$ cat src/rtl/div_ctrl.sv
// Multi-cycle radix-2 restoring divider controller for DIV/DIVU in the EX stage.
// Returns quotient (LO) and remainder (HI), stalling the pipeline until the result is ready.
module div_ctrl #(
    parameter int WIDTH = 32
) (
    input  logic             clk,
    input  logic             rst,
    input  logic             start_i,
    input  logic             signed_i,
    input  logic [WIDTH-1:0] dividend_i,
    input  logic [WIDTH-1:0] divisor_i,
    input  logic             annul_i,
    output logic             stallreq_o,
    output logic             ready_o,
    output logic [WIDTH-1:0] quotient_o,
    output logic [WIDTH-1:0] remainder_o
);

    localparam int CW = $clog2(WIDTH + 1);
    localparam logic [CW-1:0]    LAST_CNT = CW'(WIDTH - 1);
    localparam logic [CW-1:0]    CNT_ONE  = CW'(1);
    localparam logic [WIDTH-1:0] ZERO     = {WIDTH{1'b0}};
    localparam logic [WIDTH-1:0] ONE      = WIDTH'(1);

    typedef enum logic [1:0] {
        S_IDLE = 2'd0,
        S_DZ   = 2'd1,
        S_ON   = 2'd2,
        S_END  = 2'd3
    } state_t;

    state_t           r_state;
    state_t           w_state_next;
    logic [CW-1:0]    r_cnt;
    logic [WIDTH-1:0] r_rem;
    logic [WIDTH-1:0] r_quo;
    logic [WIDTH-1:0] r_divisor;
    logic             r_dvd_neg;
    logic             r_dvs_neg;
    logic             w_accept;
    logic [WIDTH:0]   w_shift;
    logic             w_ge;
    logic [WIDTH:0]   w_diff;
    logic [WIDTH-1:0] w_rem_next;
    logic [WIDTH-1:0] w_quo_next;

    // Two's-complement negation when cond is set, otherwise pass-through.
    function automatic logic [WIDTH-1:0] neg_if(input logic [WIDTH-1:0] v, input logic cond);
        logic [WIDTH-1:0] res;
        if (cond) begin
            res = (~v) + ONE;
        end else begin
            res = v;
        end
        return res;
    endfunction

    assign w_accept = (r_state == S_IDLE) && start_i && !annul_i;

    // One restoring step: shift in the next dividend bit, subtract if it fits.
    always_comb begin
        w_shift    = {r_rem, r_quo[WIDTH-1]};
        w_ge       = (w_shift >= {1'b0, r_divisor});
        w_diff     = w_shift - {1'b0, r_divisor};
        w_quo_next = {r_quo[WIDTH-2:0], w_ge};
        if (w_ge) begin
            w_rem_next = w_diff[WIDTH-1:0];
        end else begin
            w_rem_next = w_shift[WIDTH-1:0];
        end
    end

    // State register.
    always_ff @(posedge clk) begin
        if (rst) begin
            r_state <= S_IDLE;
        end else begin
            r_state <= w_state_next;
        end
    end

    // Next-state logic; annul aborts any in-flight work except a finishing END.
    always_comb begin
        w_state_next = r_state;
        case (r_state)
            S_IDLE: begin
                if (w_accept) begin
                    w_state_next = (divisor_i == ZERO) ? S_DZ : S_ON;
                end else begin
                    w_state_next = S_IDLE;
                end
            end
            S_DZ: begin
                w_state_next = annul_i ? S_IDLE : S_END;
            end
            S_ON: begin
                if (annul_i) begin
                    w_state_next = S_IDLE;
                end else if (r_cnt == LAST_CNT) begin
                    w_state_next = S_END;
                end else begin
                    w_state_next = S_ON;
                end
            end
            S_END:   w_state_next = S_IDLE;
            default: w_state_next = S_IDLE;
        endcase
    end

    // Stall request drops in END so EX advances together with the ready pulse.
    always_comb begin
        case (r_state)
            S_IDLE:  stallreq_o = start_i && !annul_i;
            S_DZ:    stallreq_o = !annul_i;
            S_ON:    stallreq_o = !annul_i;
            default: stallreq_o = 1'b0;
        endcase
    end

    // Datapath; results are registered on entry to END so they are valid with ready_o.
    always_ff @(posedge clk) begin
        if (rst) begin
            r_cnt       <= {CW{1'b0}};
            r_rem       <= ZERO;
            r_quo       <= ZERO;
            r_divisor   <= ZERO;
            r_dvd_neg   <= 1'b0;
            r_dvs_neg   <= 1'b0;
            ready_o     <= 1'b0;
            quotient_o  <= ZERO;
            remainder_o <= ZERO;
        end else begin
            ready_o <= 1'b0;
            case (r_state)
                S_IDLE: begin
                    if (w_accept) begin
                        r_dvd_neg <= signed_i && dividend_i[WIDTH-1];
                        r_dvs_neg <= signed_i && divisor_i[WIDTH-1];
                        r_quo     <= neg_if(dividend_i, signed_i && dividend_i[WIDTH-1]);
                        r_divisor <= neg_if(divisor_i, signed_i && divisor_i[WIDTH-1]);
                        r_rem     <= ZERO;
                        r_cnt     <= {CW{1'b0}};
                    end
                end
                S_DZ: begin
                    if (!annul_i) begin
                        ready_o     <= 1'b1;
                        quotient_o  <= ZERO;
                        remainder_o <= ZERO;
                    end
                end
                S_ON: begin
                    if (!annul_i) begin
                        r_rem <= w_rem_next;
                        r_quo <= w_quo_next;
                        r_cnt <= r_cnt + CNT_ONE;
                        if (r_cnt == LAST_CNT) begin
                            ready_o     <= 1'b1;
                            quotient_o  <= neg_if(w_quo_next, r_dvd_neg ^ r_dvs_neg);
                            remainder_o <= neg_if(w_rem_next, r_dvd_neg);
                        end
                    end
                end
                default: begin
                    ready_o <= 1'b0;
                end
            endcase
        end
    end

endmodule

$ cat config.mk
export PLATFORM = sky130hd
export DESIGN_NAME = div_ctrl
export DESIGN_NICKNAME = d
export VERILOG_FILES = /design/src/rtl/div_ctrl.sv
export SDC_FILE = /design/constraint.sdc
export NUM_CORES = 1
export LEC_CHECK = 0
export BUFFER_PORTS_ARGS = -buffer_cell sky130_fd_sc_hd__buf_2
export CAP_MARGIN = 20
export CORE_MARGIN = 1
export CORE_UTILIZATION = 60
export DETAILED_ROUTE_END_ITERATION = 7
export GPL_TIMING_DRIVEN = 0
export PLACE_DENSITY = 0.82
export SETUP_SLACK_MARGIN = 0.3
export SYNTH_ARGS = -nofsm -noshare
export SYNTH_HDL_FRONTEND = slang
export SYNTH_SLANG_ARGS = --single-unit
$ cat constraint.sdc
create_clock -name clk -period 12.6 [get_ports clk]
set_clock_uncertainty 0.2 [all_clocks]
set_input_delay 1.89 -clock clk [delete_from_list [all_inputs] [get_ports clk]]
set_output_delay 1.89 -clock clk [all_outputs]
set_load 0.02 [all_outputs]
After elaboration in Yosys (flattened, before gate mapping). Cells that the tools add are included.

Register bits: 171. Input bits: 69. Output and inout port bits: 66. Word-level logic and storage cells: 76.

Add/sub/neg operators: 6. $lt $le $gt $ge: 1. Equality and inequality tests: 8. Mux-type cells: 32. Bitwise logic cells: 5. Reductions and logical operators: 14.

Operator list (number): $mux W32 (14); $pmux W32 S2 (4); $add A32 B1 Y32 const B (4); $not A32 Y32 (4); $ge A33 B32 Y1 (1); $logic_not A32 Y1 (1); $sub A32 B32 Y32 (1); $mux W6 (2); $pmux W6 S2 (1); $mux W2 (4); $ne A2 B2 Y1 const B (4); $pmux W2 S4 (1); $add A6 B1 Y6 const B (1); $eq A6 B5 Y1 const B (1); $logic_and A1 B1 Y1 (5); $eq A2 B2 Y1 const B (2); $mux W1 (4); $pmux W1 S2 (2); $reduce_and A4 Y1 (1); $reduce_bool A2 Y1 (2); $reduce_and A3 Y1 (1); $eq A2 B1 Y1 const B (1); $logic_not A2 Y1 (1); $reduce_and A2 Y1 (1); 3 further kinds (3).

Depth between registers and ports, before layout. Gate-level depths: netlist of run 1.

Depth in word-level cells: 8. Gate-level depth with buffers: 23. Mapped depth without buffers: 18.

Worst setup path after synthesis of run 1. OpenSTA, ideal clock, no wires.

Path kind: reg2reg. Start point: reg r_rem[23]. End point: reg remainder_o[26]. Library setup time: 122 ps. Data arrival time: 4351 ps. Required time: 12278 ps. Slack: 7927 ps. Stages on the path, launching flop included: 21. Path buffers: 5. Clock period less this slack: 4673 ps. Path through: dfxtp_1 > ha_1 > buf_2 > a21oi_2 > o21ai_1 > a2111oi_2 > nand4_1 > a21o_1 > buf_6 > buf_2 > buf_2 > buf_2 > mux2i_1 > ha_1 > inv_1 > nor4_1 > nor3_1 > or2_2 > a221oi_1 > mux2i_1 > a221o_1.

Longest elaborated chain between the ends: 8. Elaborated cells between the ends (all ways): 9. Classes of those cells: 2 x add/sub; 1 x order compare; 5 x mux; 1 x bitwise.

RTL lines: start: declaration (line 35) `logic [WIDTH-1:0] r_rem;`; start signal: assignment (line 154) `r_rem <= w_rem_next;`; $sub A32 B32 Y32 or $ge A33 B32 Y1 (tied branches) (line 64, 63); $mux W32 (*) (line 66) `if (w_ge) begin`; $not A32 Y32 (line 51) `res = (~v) + ONE;`; $add A32 B1 Y32 (line 51); $mux W32 (*) (line 50) `if (cond) begin`; $mux W32 (*) (line 157) `if (r_cnt == LAST_CNT) begin`; $mux W32 (*) (line 153) `if (!annul_i) begin`; $pmux W32 S2 (*) (line 134) `case (r_state)`; end signal: assignment (line 160) `remainder_o <= neg_if(w_rem_next, r_dvd_neg);`; end: declaration (line 16) `output logic [WIDTH-1:0] remainder_o`.

Mark *: on every way between the ends. The rest lies on a longest branch, timed or not. The select of a mux whose other input is x is not followed. A chain may end at the register's enable or synchronous reset.

Worst setup path in the final report of run 1.
Start point: reg r_rem[15]. End point: reg remainder_o[26].

The elaborated chain is that of the path after synthesis.

==> results.py, run 1 <==
metrics = {
    "outcome": {
        "status": "complete, but fails checks",
        "violations": "DRC",
    },
    "logic_synthesis": {
        "synth-async-reset-ratio_pct": 0,
        "yosysSeqAreaShare_pct": 30.09,
        "ys_types": 75,
        "synth_ff_type": "dfxtp_1",
        "synth_cells": 1489,
        "avgSynthCellArea_um2": 7.640,
        "yosysWarnings": 0,
        "netlist_area_um2": 11380,
        "synth-seq-cells": 171,
        "synth_edf_count": 0,
        "synthesis.nets": 1600,
    },
    "setup_path": {
        "cp_cell_sequence": "ha_1 > clkbuf_1 > nand3_1 > nor4_1 > nand3_1 > nand4_1 > a21o_1 > buf_6 > buf_2 > buf_2 > buf_1 > nor2_1 > a21oi_1 > inv_1 > ha_1 > inv_1 > nor4_1 > nor3_1 > or2_2 > a221oi_1 > mux2i_1 > a221o_1",
        "critPathLaunchType": "register",
        "critPathLaunch": "r_rem[15]",
        "cp_max_fo": 10,
        "required_ns": 12.72,
        "crit_family": "simple AND/OR/NAND/NOR gates",
        "critPathSlowestCell": "nor3_1",
        "end_kind": "register",
        "worstPathArrival_ns": 6.46,
        "ff2ff_setup_slack_ns": 6.26,
        "endpoint": "remainder_o[26]",
        "crit_cells": 22,
        "reg2reg_depth": 22,
        "path_class": "register to register",
        "r2r_end": "remainder_o[26]",
        "crit_buf_inv": 7,
        "r2r_start": "r_rem[15]",
        "critPathMaxStageDelay_ns": 0.72,
    },
    "die": {
        "start_util_pct": 62.27,
        "num_io_pins": 135,
        "die_y_um": 139.7,
        "coreArea_um2": 18270,
        "dieArea_um2": 19510,
        "core.rowCount": 49,
        "chipWidth_um": 139.7,
    },
    "timing": {
        "fin_tns_setup_ns": 0,
        "setup_slack_ns": 6.261,
        "hold_violations": 0,
        "min_period_ns": 6.339,
        "drv_slew": 0,
        "max_freq_mhz": 157.8,
        "setup_violations": 0,
        "tightest_slew_ns": 0.9890,
        "min_period_over_period_pct": 50.31,
        "grt_setup_unrepaired": "no",
        "max-slew-margin-rel_pct": 33.56,
    },
    "hold_path": {
        "worstHoldPathType": "register to register",
    },
    "clock_network": {
        "cts_setup_buffers": 0,
        "cts_sinks": 171,
        "clk_pin_slew_ns": 0.07,
        "cts-buffers-inserted": 17,
        "clockBufferDepth": 2,
        "cts_tree": "built",
        "clockRootBuffer": "clkbuf_16",
        "ctsHoldBuffers": 0,
        "clk-insertion-delay-late_ns": 0.43,
        "htree_levels": 4,
        "ctsResizeCount": 0,
    },
    "power_and_ir_drop": {
        "fin_total_pwr_w": 0.001385,
        "cellPowerDensity_nw_per_um2": 107.4,
        "p_leak_nw": 5.111,
        "ir_worst_vdd_mv": 0.09389,
    },
    "drt": {
        "routed_wl_um": 37650,
        "remaining_drc_errors": 2,
        "drtIter0Drc": 1392,
        "antenna_left": 0,
        "routedWlPerCell_um": 20.00,
        "vias": 12273,
        "firstDrtPassIters": 8,
        "avgViaCountPerCell": 6.521,
    },
    "final_layout": {
        "fin_nets": 1751,
        "drive_above_1_share_pct": 11.98,
        "area_delta_synth_final_pct": 13.30,
        "final_area_um2": 12890,
        "antenna_cells": 0,
    },
    "grt": {
        "grt_pass1_wl_um": 58750,
        "grt_usage_pct": 38.08,
        "grt_pass1_vias": 11128,
        "grt_max_degree": 17,
        "gr-total-overflow": 0,
        "antenna_found_initial": 0,
    },
    "placed_design": {
        "dp_hpwl_um": 29030,
        "place_ws_ns": 6.586,
        "place_congestion": 0.9903,
        "portBuffers": 132,
        "dpl-instance-area_um2": 12320,
    },
    "run": {
        "maxCapViolCount": 0,
    },
}
[state kept, by name, summed over array words and instances (netlist names)]
register and count:
quotient_o 32, r_divisor 32, r_quo 32, r_rem 32, remainder_o 32, r_cnt 6
r_state 2, r_dvd_neg 1, r_dvs_neg 1, ready_o 1
[worst min-delay path by stage]
stage / startpoint / to / slack, ns / cells after the start
2_1_floorplan: r_divisor[31] / r_divisor[31] / 0.23 / 2
6_report: remainder_o[25] / remainder_o[25] / 0.25 / 2
3_3_place_gp: remainder_o[25] / remainder_o[25] / 0.23 / 2
5_1_grt: quotient_o[27] / quotient_o[27] / 0.27 / 2
3_5_place_dp: remainder_o[25] / remainder_o[25] / 0.24 / 2
4_1_cts: remainder_o[25] / remainder_o[25] / 0.25 / 2
[layout make-up]
class / count / area, um^2
fillers: 1510 / 5381
multi-input cells: 1173 / 7381
clock inverters: 14 / 136.4
repair buffers: 132 / 660.6
inverters: 54 / 203.9
flip-flops and latches: 171 / 3423
clock buffers: 18 / 429.2
plain buffers: 91 / 367.9
well taps: 229 / 286.5
[power breakdown]
part	switching (W)	internal (W)
Sequential	0.0000171	0.000555
Clock	0.000243	0.000277
Combinational	0.000192	0.000100
[cells in the final DEF, fill, tap and decap left out, drive strengths merged, types with 11 or more instances in the layout]
cell    count
nor4       30
or3        23
xor2       69
nor2      199
nor3       48
ha         41
nand3      22
nand2b     12
a221oi     32
dfxtp     171
o21ai     103
a21oi     100
o41ai      11
mux2i      17
a31oi      11
or4        11
a22oi      51
o31ai      19
buf       148
xnor2      70
inv        58
nand2     139
nand4      16
clkbuf     93
a211oi     36
[cell usage after synthesis, drive strengths merged (5+ instances only)]
cell type,number,share of area [%]
nand4,16,0.88
a22oi,51,3.4
o41ai,11,0.98
o21a,8,0.53
nor3,48,2.1
a211oi,36,2.4
a21oi,100,4.4
nand2,139,4.6
inv,52,1.7
o21bai,5,0.33
clkbuf,75,2.5
buf,16,0.75
ha,41,4.5
xor2,69,5.3
o21ai,103,4.5
mux2i,17,1.6
nor2b,6,0.33
dfxtp,171,30
a31oi,11,0.66
nor2,199,6.6
nand2b,12,0.66
nand3,22,0.97
or4,11,0.73
a22o,5,0.38
o31ai,19,1.3
a221oi,32,2.5
or3,23,1.3
o211ai,8,0.53
a21o,10,0.66
xnor2,70,5.4
and3,6,0.37
nor4,30,1.9
and2,8,0.44
[worst min-delay path: cells and delay by family (launching register included)]
family	cells	cell delay, ns
flops	1	0.32
compound gates	1	0.05
simple gates	1	0.04
[kinds of logic after synthesis]
group	after synthesis	share of synthesized area, %
compound gates	434	25.48
fa+ha+maj	42	4.685
simple gates	539	22.21
xor+xnor	139	10.70
buf+inv	145	5.026
flops	171	30.09
mux	19	1.804
[metal layers]
layer	GRT usage (%)	share of wire (%)	vias to the layer above
met5	0	0	-
met4	14.46	3.3	0
met3	6.263	10	111
met2	58.76	43	740
met1	53.11	44	5712
li1	-	-	5710
[through the flow]
stage / instances / util [%] / hold WS, ns
after CTS: 1882 / 70.55 / 0.2535
after floorplan: 1489 / - / 0.2319
final: 1882 / 70.55 / 0.2528
after detailed placement: 1850 / 67.45 / 0.2376
after global routing: 1882 / 70.55 / 0.2737
after global placement: 1850 / 67.45 / 0.2295
No activity file was read; power rests on OpenSTA's default activity.
==> inputs of run 2 (changes only) <==
Settings changed: CORE_UTILIZATION 60 to 54, PLACE_DENSITY 0.82 to 0.78.
Clock period 12.6 ns to 5.55 ns, I/O delays scaled along.
==> results.py, run 2 (same netlist as run 1, synthesis figures left out) <==
metrics = {
    "outcome": {
        "status": "finished, final reports clean",
    },
    "drt": {
        "vias": 12169,
        "drtIter0Drc": 1264,
        "routedWlPerCell_um": 19.71,
        "firstDrtPassIters": 6,
        "remaining_drc_errors": 0,
        "antenna_left": 0,
        "avgViaCountPerCell": 6.315,
        "routed_wl_um": 37990,
    },
    "clock_network": {
        "htree_levels": 4,
        "clk_pin_slew_ns": 0.07,
        "cts_sinks": 171,
        "clockRootBuffer": "clkbuf_16",
        "cts-buffers-inserted": 17,
        "clockBufferDepth": 2,
        "cts_tree": "built",
        "clk-insertion-delay-late_ns": 0.44,
    },
    "power_and_ir_drop": {
        "clkPwrFrac_pct": 38.1,
        "ir_worst_vdd_mv": 0.2052,
        "p_int_w": 0.002173,
        "power_frac_seq_pct": 40.5,
        "swShare_pct": 32.27,
        "p_leak_nw": 5.215,
        "p_switching_w": 0.001035,
        "cellPowerDensity_nw_per_um2": 243.4,
        "pwr-share-comb_pct": 21.4,
    },
    "placed_design": {
        "portBuffers": 132,
        "place_ws_ns": -0.5891,
        "place_inst": 1891,
        "place_congestion": 0.9580,
        "dp_hpwl_um": 29380,
    },
    "die": {
        "core.rowCount": 52,
        "die_y_um": 147.1,
        "coreArea_um2": 20430,
        "start_util_pct": 55.68,
        "dieArea_um2": 21650,
        "chipWidth_um": 147.1,
        "num_io_pins": 135,
    },
    "setup_path": {
        "crit_family": "simple AND/OR/NAND/NOR gates",
        "required_ns": 5.68,
        "path_class": "register to register",
        "reg2reg_depth": 23,
        "ff2ff_setup_slack_ns": 0.46,
        "r2r_start": "r_divisor[26]",
        "critPathLaunchType": "register",
        "critPathSlowestCell": "nor3_4",
        "worstPathArrival_ns": 5.22,
        "cp_max_fo": 10,
        "crit_buf_inv": 8,
        "r2r_end": "remainder_o[26]",
        "cp_cell_sequence": "inv_1 > ha_1 > buf_2 > nand3_2 > nor4_4 > nand3_1 > nand4_1 > a21o_1 > buf_6 > buf_4 > buf_4 > buf_4 > nor2_1 > a21oi_1 > inv_1 > ha_2 > inv_1 > nor4_4 > nor3_4 > or2_4 > a221oi_4 > mux2i_1 > a221o_1",
        "critPathMaxStageDelay_ns": 0.39,
        "end_kind": "register",
    },
    "timing": {
        "setup_violations": 0,
        "fin_tns_setup_ns": 0,
        "max-slew-margin-rel_pct": 36.29,
        "max_freq_mhz": 196.5,
        "min_period_ns": 5.089,
        "tightest_slew_ns": 0.9484,
        "hold_violations": 0,
        "drv_slew": 0,
        "setup_slack_ns": 0.4612,
        "grt_setup_unrepaired": "no",
        "min_period_over_period_pct": 91.69,
        "timing.hold.ws_ns": 0.2492,
    },
    "run": {
        "maxCapViolCount": 0,
    },
    "final_layout": {
        "final_cell_mix": "199 x nor2_1, 170 x dfxtp_1, 139 x nand2_1",
        "fillers": 1834,
        "drive_above_1_share_pct": 13.94,
        "final_util_pct": 64.52,
        "multi_input_area_um2": 7540,
        "instances_no_fill": 1927,
        "seqCellArea_um2": 3425,
        "area_delta_synth_final_pct": 15.87,
        "antenna_cells": 0,
        "fin_nets": 1755,
        "final_common_cell": "nor2_1",
    },
    "hold_path": {
        "hp-start": "remainder_o[22]",
        "worstHoldPathType": "register to register",
        "min_path_cells": 2,
        "hold_end": "remainder_o[22]",
    },
    "grt": {
        "grt_pass1_wl_um": 59310,
        "grt_usage_pct": 34.83,
        "grt_max_degree": 17,
        "grt_pass1_vias": 11024,
        "antenna_found_initial": 0,
        "gr-total-overflow": 0,
    },
}
==> run 2: changes by cell type in the layout (fill, tap and decap cells not counted), moves of 3 or more <==
| cell | change |
|---|---|
| ha_1 | -3 |
| o21ai_2 | +3 |
| clkbuf_1 | -10 |
| ha_2 | +3 |
| nor4_1 | -4 |
| buf_4 | +7 |
| nor4_4 | +4 |
| clkbuf_2 | +9 |
==> run 2: per-stage QoR <==
stage | total power, W | instance area, um^2
floorplan | 0.001758 | 11380
global placement | 0.001951 | 12370
detailed placement | 0.001960 | 12370
CTS | 0.003164 | 13010
global route | 0.003318 | 13180
finish | 0.003208 | 13180
==> run 2: repair_timing <==
action / 4_1_cts / 5_1_grt
gates resized for setup: 11 / 42
hold buffers: 0 / 0
setup buffers: 0 / 4
pin swaps: 0 / 8
setup endpoints to repair: 15 / 20
==> run 2: worst max path at each step <==
stage	from	to	depth (start not counted)
floorplan	r_rem[23]	remainder_o[26]	20
global placement	r_rem[15]	remainder_o[26]	22
detailed placement	r_rem[15]	remainder_o[26]	22
CTS	r_divisor[22]	remainder_o[26]	21
global route	r_divisor[27]	remainder_o[26]	22
finish	r_divisor[26]	remainder_o[26]	23
==> run 2: layer usage <==
layer / vias to the layer above / GRT usage (%) / part of all wire, %
li1: 5729 / - / -
met1: 5738 / 49.03 / 44
met2: 621 / 52.50 / 44
met3: 81 / 7.019 / 9.7
met4: 0 / 12.42 / 2.8
met5: - / 0 / 0
==> run 2: power groups by stage <==
stage               logic, W  registers [W]  clock network (W)
finish              0.000686        0.00130            0.00122
global route        0.000744        0.00130            0.00127
CTS                 0.000646        0.00130            0.00122
detailed placement  0.000635        0.00132                  0
global placement    0.000627        0.00132                  0
floorplan           0.000448        0.00131                  0
==> run 2: layout make-up <==
type                       count  area share, %
multi-input combinational   1173          57.20
sequential                   171          25.98
timing repair buffer         137          5.278
clock buffer                  18          3.256
buffer                        90          2.962
tap                          270          2.563
inverter                      54          1.547
clock inverter                14          1.215
==> run 2: tightest hold or removal path, stage by stage, from the launching register on <==
cell	delay (ns)
dfxtp_1	0.31
nand2_1	0.05
o21ai_1	0.05
==> inputs of run 3 (changes only) <==
Settings changed: CORE_UTILIZATION 54 to 60, GPL_ROUTABILITY_DRIVEN set to 0, PLACE_DENSITY 0.78 to 0.82.
Clock period 5.55 ns to 6.2 ns, I/O delays scaled along.
==> results.py, run 3 (same netlist as run 1, synthesis figures left out) <==
metrics = {
    "setup_path": {
        "end_kind": "register",
        "critPathLaunchType": "register",
        "worstPathArrival_ns": 5.74,
        "cp_max_fo": 10,
        "required_ns": 6.33,
        "path_class": "register to register",
    },
    "final_layout": {
        "final_cell_mix": "199 x nor2_1, 171 x dfxtp_1, 139 x nand2_1, 139 x buf_2, 99 x a21oi_1",
        "antenna_cells": 0,
        "area_delta_synth_final_pct": 13.78,
        "fillers": 1492,
        "instances_no_fill": 1882,
        "final_common_cell": "nor2_1",
        "drive_above_1_share_pct": 12.46,
        "fin_nets": 1751,
        "multi_input_area_um2": 7411,
        "seqCellArea_um2": 3423,
    },
    "die": {
        "core.rowCount": 49,
        "die_y_um": 139.7,
        "coreArea_um2": 18270,
        "chipWidth_um": 139.7,
        "num_io_pins": 135,
        "start_util_pct": 62.27,
        "dieArea_um2": 19510,
    },
    "grt": {
        "grt_pass1_vias": 11131,
        "gr-total-overflow": 0,
        "grt_usage_pct": 37.23,
        "grt_pass1_wl_um": 57730,
        "grt_max_degree": 17,
        "antenna_found_initial": 0,
    },
    "clock_network": {
        "cts_setup_buffers": 0,
        "clockRootBuffer": "clkbuf_16",
        "cts_sinks": 171,
        "clockBufferDepth": 2,
        "htree_levels": 4,
        "cts-buffers-inserted": 17,
        "cts_tree": "built",
        "clk_pin_slew_ns": 0.07,
        "clk-insertion-delay-late_ns": 0.44,
    },
    "drt": {
        "firstDrtPassIters": 8,
        "remaining_drc_errors": 0,
        "antenna_left": 0,
        "routed_wl_um": 36390,
        "avgViaCountPerCell": 6.508,
        "routed.top_layer": "met4",
        "routedWlPerCell_um": 19.33,
        "wl_met3_um": 4060,
        "drtIter0Drc": 1486,
        "vias": 12248,
        "wl_met2_um": 15680,
        "met1_length_um": 15460,
    },
    "hold_path": {
        "worstHoldPathType": "register to register",
    },
    "placed_design": {
        "place_inst": 1850,
        "place_ws_ns": 0.2245,
        "dp_hpwl_um": 28060,
        "portBuffers": 132,
    },
    "power_and_ir_drop": {
        "p_leak_nw": 5.130,
        "ir_worst_vdd_mv": 0.1865,
        "cellPowerDensity_nw_per_um2": 217.9,
    },
    "timing": {
        "fin_tns_setup_ns": 0,
        "grt_setup_unrepaired": "no",
        "max-slew-margin-rel_pct": 33.31,
        "tightest_slew_ns": 0.9927,
        "setup_slack_ns": 0.5909,
        "hold_violations": 0,
        "setup_violations": 0,
        "max_freq_mhz": 178.3,
        "min_period_over_period_pct": 90.47,
        "drv_slew": 0,
        "min_period_ns": 5.609,
    },
    "outcome": {
        "status": "finished, final reports clean",
    },
    "run": {
        "maxCapViolCount": 0,
    },
}
## run 3: stage by stage
stage | hold slack (ns) | power, W | util, % | area (um^2)
finish | 0.2437 | 0.002821 | 70.85 | 12940
global route | 0.2636 | 0.002905 | 70.85 | 12940
CTS | 0.2473 | 0.002783 | 70.66 | 12910
detailed placement | 0.2370 | 0.001748 | 67.45 | 12320
global placement | 0.2291 | 0.001737 | 67.45 | 12320
floorplan | 0.2319 | 0.001574 | - | 11380
## run 3: path summary, 6_finish.rpt
kind,startpoint,endpoint,slack (ns),cells past startpoint
hold reg to reg,remainder_o[27],remainder_o[27],0.24,2
setup reg to reg,r_divisor[27],remainder_o[26],0.59,20
hold / removal,remainder_o[27],remainder_o[27],0.24,2
setup / recovery,r_divisor[27],remainder_o[26],0.59,20
## run 3: layer usage
layer / GRT usage, % / vias up
met5: 0 / -
met4: 14.34 / 0
met3: 7.743 / 102
met2: 57.03 / 744
met1: 51.16 / 5709
li1: - / 5693
## run 3: layout make-up
cell class,instances,area share (%)
clock buffers,22,3.664
multi-input cells,1173,57.25
plain buffers,91,2.919
flip-flops and latches,171,26.45
inverters,54,1.576
well taps,229,2.214
repair buffers,132,5.104
clock inverters,10,0.8217
## run 3: critical path: stages, from the launching register on
cell      delay, ns
dfxtp_1        0.35
inv_1          0.12
ha_1           0.43
nand3_1        0.21
nor4_2         0.41
nand3_1        0.17
nand4_1        0.21
a21o_1         0.19
buf_6          0.19
buf_2          0.29
clkbuf_4       0.30
clkbuf_4       0.27
mux2i_1        0.31
ha_1           0.26
inv_1          0.10
nor4_1         0.35
nor3_2         0.16
or2_2          0.36
a221oi_2       0.24
mux2i_1        0.12
a221o_1        0.26
## run 3: timing repair
action                                  CTS  global route
gates cloned                              0             0
endpoints found under the setup margin    2             7
resized for setup                         2            13
pin swaps                                 0             0
hold buffers                              0             0
## run 3: report_power, final
group | leakage, nW | internal, W | total, W | switching [W]
Clock | 0.272 | 0.000592 | 0.00107 | 0.000476
Sequential | 1.39 | 0.00113 | 0.00116 | 0.0000351
Combinational | 3.47 | 0.000205 | 0.000589 | 0.000384
Total | 5.13 | 0.00193 | 0.00282 | 0.000896
